[config.mk]
export PLATFORM = sky130hd
export DESIGN_NAME = neureka_binconv_pe_sched
export DESIGN_NICKNAME = d
export VERILOG_FILES = /design/src/rtl/neureka_binconv_pe_sched_pkg.sv /design/src/rtl/neureka_nested_counter.sv /design/src/rtl/neureka_binconv_pe_sched.sv
export SDC_FILE = /design/constraint.sdc
export NUM_CORES = 1
export LEC_CHECK = 0
export ABC_AREA = 1
export BUFFER_PORTS_ARGS = -buffer_cell sky130_fd_sc_hd__buf_4
export CAP_MARGIN = 20
export CORE_MARGIN = 2
export CORE_UTILIZATION = 35
export CTS_CLUSTER_DIAMETER = 120
export CTS_CLUSTER_SIZE = 30
export DETAILED_ROUTE_END_ITERATION = 8
export PLACE_DENSITY = 0.71
export SYNTH_ARGS = -nofsm -noshare
export SYNTH_HDL_FRONTEND = slang
export SYNTH_SLANG_ARGS = --single-unit
[constraint.sdc]
create_clock -name clk_i -period 2.1 [get_ports clk_i]
set_input_delay 0.105 -clock clk_i [delete_from_list [all_inputs] [get_ports clk_i]]
set_output_delay 0.105 -clock clk_i [all_outputs]
set_load 0.01 [all_outputs]
[src/rtl/neureka_binconv_pe_sched_pkg.sv]
// neureka_binconv_pe_sched_pkg: shared types and defaults for the binconv PE scheduler.
package neureka_binconv_pe_sched_pkg;
  localparam int NEUREKA_BLOCK_SIZE = 32;
  localparam int QW_MAX_DEF = 8;
  localparam int KIN_CNT_W_DEF = 12;
  typedef enum logic [1:0] {
    MODE_3X3  = 2'd0,
    MODE_1X1  = 2'd1,
    MODE_DW   = 2'd2,
    MODE_RSVD = 2'd3
  } binconv_mode_e;
  typedef enum logic [2:0] {IDLE, CLEAR, ISSUE, DRAIN, DONE} sched_state_e;
  typedef struct packed {
    logic [2:0]               qw_bit;
    logic [KIN_CNT_W_DEF-1:0] kin_idx;
    logic                     last_bit;
    logic                     last_kin;
  } ctrl_pe_sched_t;
endpackage

[src/rtl/neureka_nested_counter.sv]
// neureka_nested_counter: two-level wrap counter, inner loop nested inside outer loop.
module neureka_nested_counter #(
  parameter int IN_W  = 3,
  parameter int OUT_W = 12
) (
  input  logic             clk_i,
  input  logic             rst_ni,
  input  logic             clear,
  input  logic             en,
  input  logic [IN_W-1:0]  inner_max,
  input  logic [OUT_W-1:0] outer_max,
  output logic [IN_W-1:0]  inner,
  output logic [OUT_W-1:0] outer,
  output logic             last_inner,
  output logic             last_outer
);
  assign last_inner = inner == inner_max;
  assign last_outer = outer == outer_max;
  always_ff @(posedge clk_i or negedge rst_ni) begin
    if (!rst_ni) begin
      inner <= '0;
      outer <= '0;
    end else if (clear) begin
      inner <= '0;
      outer <= '0;
    end else if (en) begin
      inner <= last_inner ? '0 : inner + 1'b1;
      if (last_inner) outer <= last_outer ? '0 : outer + 1'b1;
    end
  end
endmodule

[src/rtl/neureka_binconv_pe_sched.sv]
// neureka_binconv_pe_sched: walks weight bit-planes and channel tiles for one binconv PE,
// tracking in-flight results so done only fires after every step is consumed.
module neureka_binconv_pe_sched
  import neureka_binconv_pe_sched_pkg::*;
#(
  parameter int BLOCK_SIZE = NEUREKA_BLOCK_SIZE,
  parameter int QW_MAX     = QW_MAX_DEF,
  parameter int KIN_CNT_W  = KIN_CNT_W_DEF,
  parameter int MAX_OUTST  = 2
) (
  input  logic                  clk_i,
  input  logic                  rst_ni,
  input  logic                  clear_i,
  input  logic                  start_i,
  input  logic [1:0]            mode_i,
  input  logic [3:0]            qw_i,
  input  logic [KIN_CNT_W-1:0]  n_kin_i,
  input  logic [BLOCK_SIZE-1:0] enable_col_i,
  output logic                  busy_o,
  output logic                  done_o,
  output logic                  err_o,
  output logic                  issue_valid_o,
  input  logic                  issue_ready_i,
  output logic [2:0]            qw_bit_o,
  output logic [KIN_CNT_W-1:0]  kin_idx_o,
  output logic                  last_bit_o,
  output logic                  last_kin_o,
  output logic                  pe_clear_o,
  output logic                  pe_enable_o,
  output logic                  pe_dw_accum_o,
  output logic [BLOCK_SIZE-1:0] pe_enable_col_o,
  input  logic                  pres_valid_i,
  input  logic                  pres_ready_i
);
  localparam int OW = $clog2(MAX_OUTST + 1);
  sched_state_e state, state_nxt;
  binconv_mode_e mode_q;
  logic [3:0] qw_q;
  logic [KIN_CNT_W-1:0] n_kin_q, kin_idx;
  logic [BLOCK_SIZE-1:0] col_q;
  logic [OW-1:0] outst, outst_nxt;
  logic [2:0] bit_idx, inner_max;
  logic err_q, accept, illegal, fire, pres_fire, last_bit, last_kin;
  assign illegal = (qw_i == 4'd0) | (32'(qw_i) > QW_MAX) | (n_kin_i == '0) | (mode_i == 2'd3);
  assign accept = (state == IDLE) & start_i & ~clear_i;
  assign issue_valid_o = (state == ISSUE) & (32'(outst) < MAX_OUTST);
  assign fire = issue_valid_o & issue_ready_i;
  // a result handshake with nothing in flight is ignored so the counter cannot underflow
  assign pres_fire = pres_valid_i & pres_ready_i & (outst != '0);
  assign outst_nxt = outst + OW'(fire) - OW'(pres_fire);
  // 1x1 spreads bit-planes across columns, so each tile is a single step
  assign inner_max = (mode_q == MODE_1X1) ? 3'd0 : 3'(qw_q - 4'd1);
  neureka_nested_counter #(.IN_W(3), .OUT_W(KIN_CNT_W)) u_cnt (
    .clk_i,
    .rst_ni,
    .clear     (clear_i | (state == IDLE)),
    .en        (fire),
    .inner_max (inner_max),
    .outer_max (n_kin_q - 1'b1),
    .inner     (bit_idx),
    .outer     (kin_idx),
    .last_inner(last_bit),
    .last_outer(last_kin)
  );
  always_ff @(posedge clk_i or negedge rst_ni) begin
    if (!rst_ni) begin
      state   <= IDLE;
      mode_q  <= MODE_3X3;
      qw_q    <= '0;
      n_kin_q <= '0;
      col_q   <= '0;
      err_q   <= 1'b0;
      outst   <= '0;
    end else begin
      state <= state_nxt;
      outst <= clear_i ? '0 : outst_nxt;
      if (accept) begin
        mode_q  <= binconv_mode_e'(mode_i);
        qw_q    <= qw_i;
        n_kin_q <= n_kin_i;
        col_q   <= enable_col_i;
        err_q   <= illegal;
      end
    end
  end
  always_comb begin
    state_nxt = state;
    unique case (state)
      IDLE:    if (start_i) state_nxt = illegal ? DONE : CLEAR;
      CLEAR:   state_nxt = ISSUE;
      ISSUE:   if (fire & last_bit & last_kin) state_nxt = DRAIN;
      DRAIN:   if (outst_nxt == '0) state_nxt = DONE;
      DONE:    state_nxt = IDLE;
      default: state_nxt = IDLE;
    endcase
    if (clear_i) state_nxt = IDLE;
  end
  assign busy_o          = state != IDLE;
  assign done_o          = state == DONE;
  assign err_o           = done_o & err_q;
  assign pe_clear_o      = state == CLEAR;
  assign pe_enable_o     = (state == ISSUE) | (state == DRAIN);
  assign pe_dw_accum_o   = busy_o & (mode_q == MODE_DW);
  assign pe_enable_col_o = busy_o ? col_q : '0;
  assign qw_bit_o        = bit_idx;
  assign kin_idx_o       = kin_idx;
  assign last_bit_o      = busy_o & last_bit;
  assign last_kin_o      = busy_o & last_kin;
endmodule

==> summary.md <==
| Metric | Value |
|---|---|
| Syn Inst Count | 517 |
| Synth Cell Area | just under 0.004 sq mm |
| Synth Register Bits | 70 |
| WHS | between 0.015 and 0.02 ns |
| Critical path required time | around 2.4 ns |
| Final instance area | ~0.0056 sq mm |
| Pins Over Slew Limit | 0 |
| DRC viols | 0 |
| Power consumption | 7386 uW |
| Area post-placement | 0.005030 sq mm |
| DR vias/cell | about 4.7 |
| Gpl congestion | a little over 0.9 |
| R2r startpoint | state[1] |
| Critical Path AT | ~2.4 ns |
| Final hold viol count | 0 |
| Worst hold path class | primary input to flip-flop |
| CTS clk-pin slew, worst paths | approximately 0.060 ns |
| Violated checks | negative setup slack |
| Die Ht | about 110 um |
| Library cells used by synthesis | 37 |
| Syn. warnings | 0 |
| Layout cells sized above 1 | 32.27% |
| GRT Util Overall | between 10% and 20% |
| DIE WIDTH | about 110 um |
| Dominant cell type by area after synthesis | dfrtp_1 |
| Largest family of logic cells by synthesized area | simple AND/OR/NAND/NOR gates |
| Post-synthesis mux area share | less than 1% |
| Worst slew pin tran | ~0.87 ns |
| Slew HR | about two fifths |
| Core Rows | 38 |
| Combinational Power Share | a little over 50% |
| CTS buffer count | 9 |
| Commonest cells after routing, fill and taps aside | 139 x buf_4, 101 x nor2_1, 76 x nand2_1 |
| Post-synthesis sequential area ratio | 44.30% |
| Simple-gate share of the synthesized area | between 30% and 40% |
| Final-stage net count | approximately 720 |
| Via Count | roughly 3,800 |
| CTS root buf | clkbuf_16 |
| Wire per inst | roughly 13 um |
| Clock share of power | between 10% and 20% |
| Post-Place Cells | 764 |
| Vias in the first global route | roughly 3,600 |
| Synth Area in Compound Gates | 9.241% |
| Post-Layout Cell Count | 800 |
| Core Area | between 0.01 and 0.015 sq mm |
| Setup violators final | 3 |
| Worst-case clock buffer depth | 2 |
| Crit path kind | flip-flop to flip-flop |
| # IOs | ~110 |
| Post-synth net total | between 500 and 600 |
| CP max FO | 2 |
| Worst r2r dst | state[2] |
| Ant diodes | 0 |
| Largest net degree at the start of global routing | 71 |
| Hold path depth | 3 |
| FMAX | 0.4606 GHz |
| Setup Skew | roughly 0.0080 ns |
| Worst-Skew Late Latency | 0.33 ns |
| Starting Density | a little over a third |
| R2R setup slack | -0.07 ns |
| Pwr dens | 1325 mW/mm^2 |
| Initial antenna violation count | 0 |
| TritonCTS clock tree | yes |
| Min-delay src | enable_col_i[5] |
| Worst setup margin | -0.07089 ns |
| Total global routing overflow | 0 |
| WHS Endpoint | col_q[5] |
| Final period utilization | 103.4% |
| First-pass GRT wire length | about 17,000 um |
| Crit. End Element | flip-flop |
| DR iter-0 viols | 192 |
| Most common cell after layout, fill and taps aside | buf_4 |
| Startpoint Class | flip-flop |
| Sw power | 3015 uW |
| Internal | between 4000 and 5000 uW |
| Dpl hpwl | ~7600 um |
| Seq pwr share | between 20 and 30% |
| Adder-Cell Fraction of Synth Area | under 10% |
| Post-route antenna net violation count | 0 |
| Post-synth top area share | approximately 44% |
| Area grow syn2layout | 41.01% |
| Final WL | a little over 10,000 um |
| H-tree depth | 3 |
| Max IR drop VDD | 704.9 uV |
| Top cells by area, synth | dfrtp_1 44%, nor2_1 10%, nand2_1 7.4%, inv_1 7.1%, a21oi_1 4.9% |
| Min Tclk post-route | 2.171 ns |
| R2R cell count | 16 |
| Die footprint | about 0.012 sq mm |
| RSZ-0062 raised after global routing | yes |
| CTS Sinks | 70 |
| Post-Synth XOR/XNOR Area | approximately 4.4% |
| Leak Pwr | just under 0.003 uW |
| Sw frac | 40.83% |
| Status | finished, violations left |
| Syn_area_per_cell | 7.648 sq um |
| # Max-Cap Violations | 0 |
| Number of port buffers | between 100 and 150 |
| Initial DRT Pass Iterations | 5 |
## critical path, cell delays in order (launching register included)
cell     delay [ns]
dfrtp_1        0.40
inv_2          0.07
nor2_4         0.11
nand2_4        0.08
nor2_8         0.10
nand2_4        0.06
ha_4           0.25
inv_2          0.04
ha_4           0.16
xnor2_4        0.14
xor2_2         0.18
nand2_1        0.09
nand2_2        0.11
o31ai_4        0.07
inv_1          0.07
nand2_1        0.05
nor2_1         0.09
## what timing repair did
item / CTS / global route
hold endpoints to repair: 70 / 0
hold buffers: 1 / 0
buffers inserted: 12 / 6
cloned: 0 / 1
gates resized for setup: 8 / 17
setup endpoints to repair: 4 / 46
pin swaps: 11 / 12
## flip-flops by register name, summed over array words and instances (netlist names)
signal       flops
mode_q           2
state            3
qw_q             3
u_cnt.inner      3
err_q            1
u_cnt.outer     12
outst            2
col_q           32
n_kin_q         12
## worst max path at each step
stage,start,end,slack (ns),depth (start not counted)
after floorplan,state[2],state[2],-0.07,15
after global placement,state[1],state[2],0.01,16
after detailed placement,state[1],state[2],-0.06,16
after CTS,n_kin_q[1],last_kin_o,-0.003,13
after global routing,state[1],state[2],-0.18,16
final,state[1],state[2],-0.07,16
## synthesized netlist by cell type, drive strengths merged
master / instances
a21oi: 40
a22oi: 1
and3: 2
buf: 6
clkbuf: 10
dfrtp: 70
ha: 6
inv: 82
mux2: 1
nand2: 87
nand3: 24
nand3b: 1
nand4: 10
nor2: 121
nor3: 7
nor3b: 1
o211a: 1
o211ai: 1
o21ai: 22
o21bai: 1
o31ai: 1
or2: 2
xnor2: 4
xor2: 16
## cells by family after synthesis
group                    Yosys count
AO/OA/AOI/OAI                     67
adder cells (fa/ha/maj)            6
flip-flops                        70
buffers and inverters             98
XOR/XNOR                          20
multiplexers                       1
AND/OR/NAND/NOR                  255
## power groups by stage
stage | Combinational [uW] | Sequential, uW | Clock (uW)
floorplan | 2210 | 2110 | 0
detailed placement | 3420 | 2170 | 0
global placement | 3350 | 2160 | 0
global route | 4200 | 2230 | 1540
CTS | 3590 | 2160 | 1480
finish | 3780 | 2160 | 1450
## area by class of cell
| type | count | area, sq um |
|---|---|---|
| clock inverter | 3 | 17.52 |
| timing repair buffer | 142 | 1076 |
| sequential | 70 | 1753 |
| inverter | 82 | 312.8 |
| tap | 140 | 175.2 |
| multi-input combinational | 350 | 1971 |
| fill | 1037 | 5360 |
| clock buffer | 13 | 270.3 |
## per-stage QoR
| stage | setup WS (ns) | util (%) | TNS, ns |
|---|---|---|---|
| 2_1_floorplan | -0.06981 | - | -0.1618 |
| 3_3_place_gp | 0.01277 | 46.00 | 0 |
| 3_5_place_dp | -0.06354 | 46.00 | -0.1289 |
| 4_1_cts | -0.003409 | 49.81 | -0.003409 |
| 5_1_grt | -0.1820 | 50.98 | -0.6508 |
| 6_report | -0.07089 | 50.98 | -0.1740 |
## layer usage
layer  wire [um]  part of all wire [%]  GRT usage, %
met2        4848                    47         28.75
met3         707                   6.9         3.116
met1        4517                    44         22.69
met5           0                     0             0
met4         219                   2.1         7.054
Power figures use the tool's default switching activity.
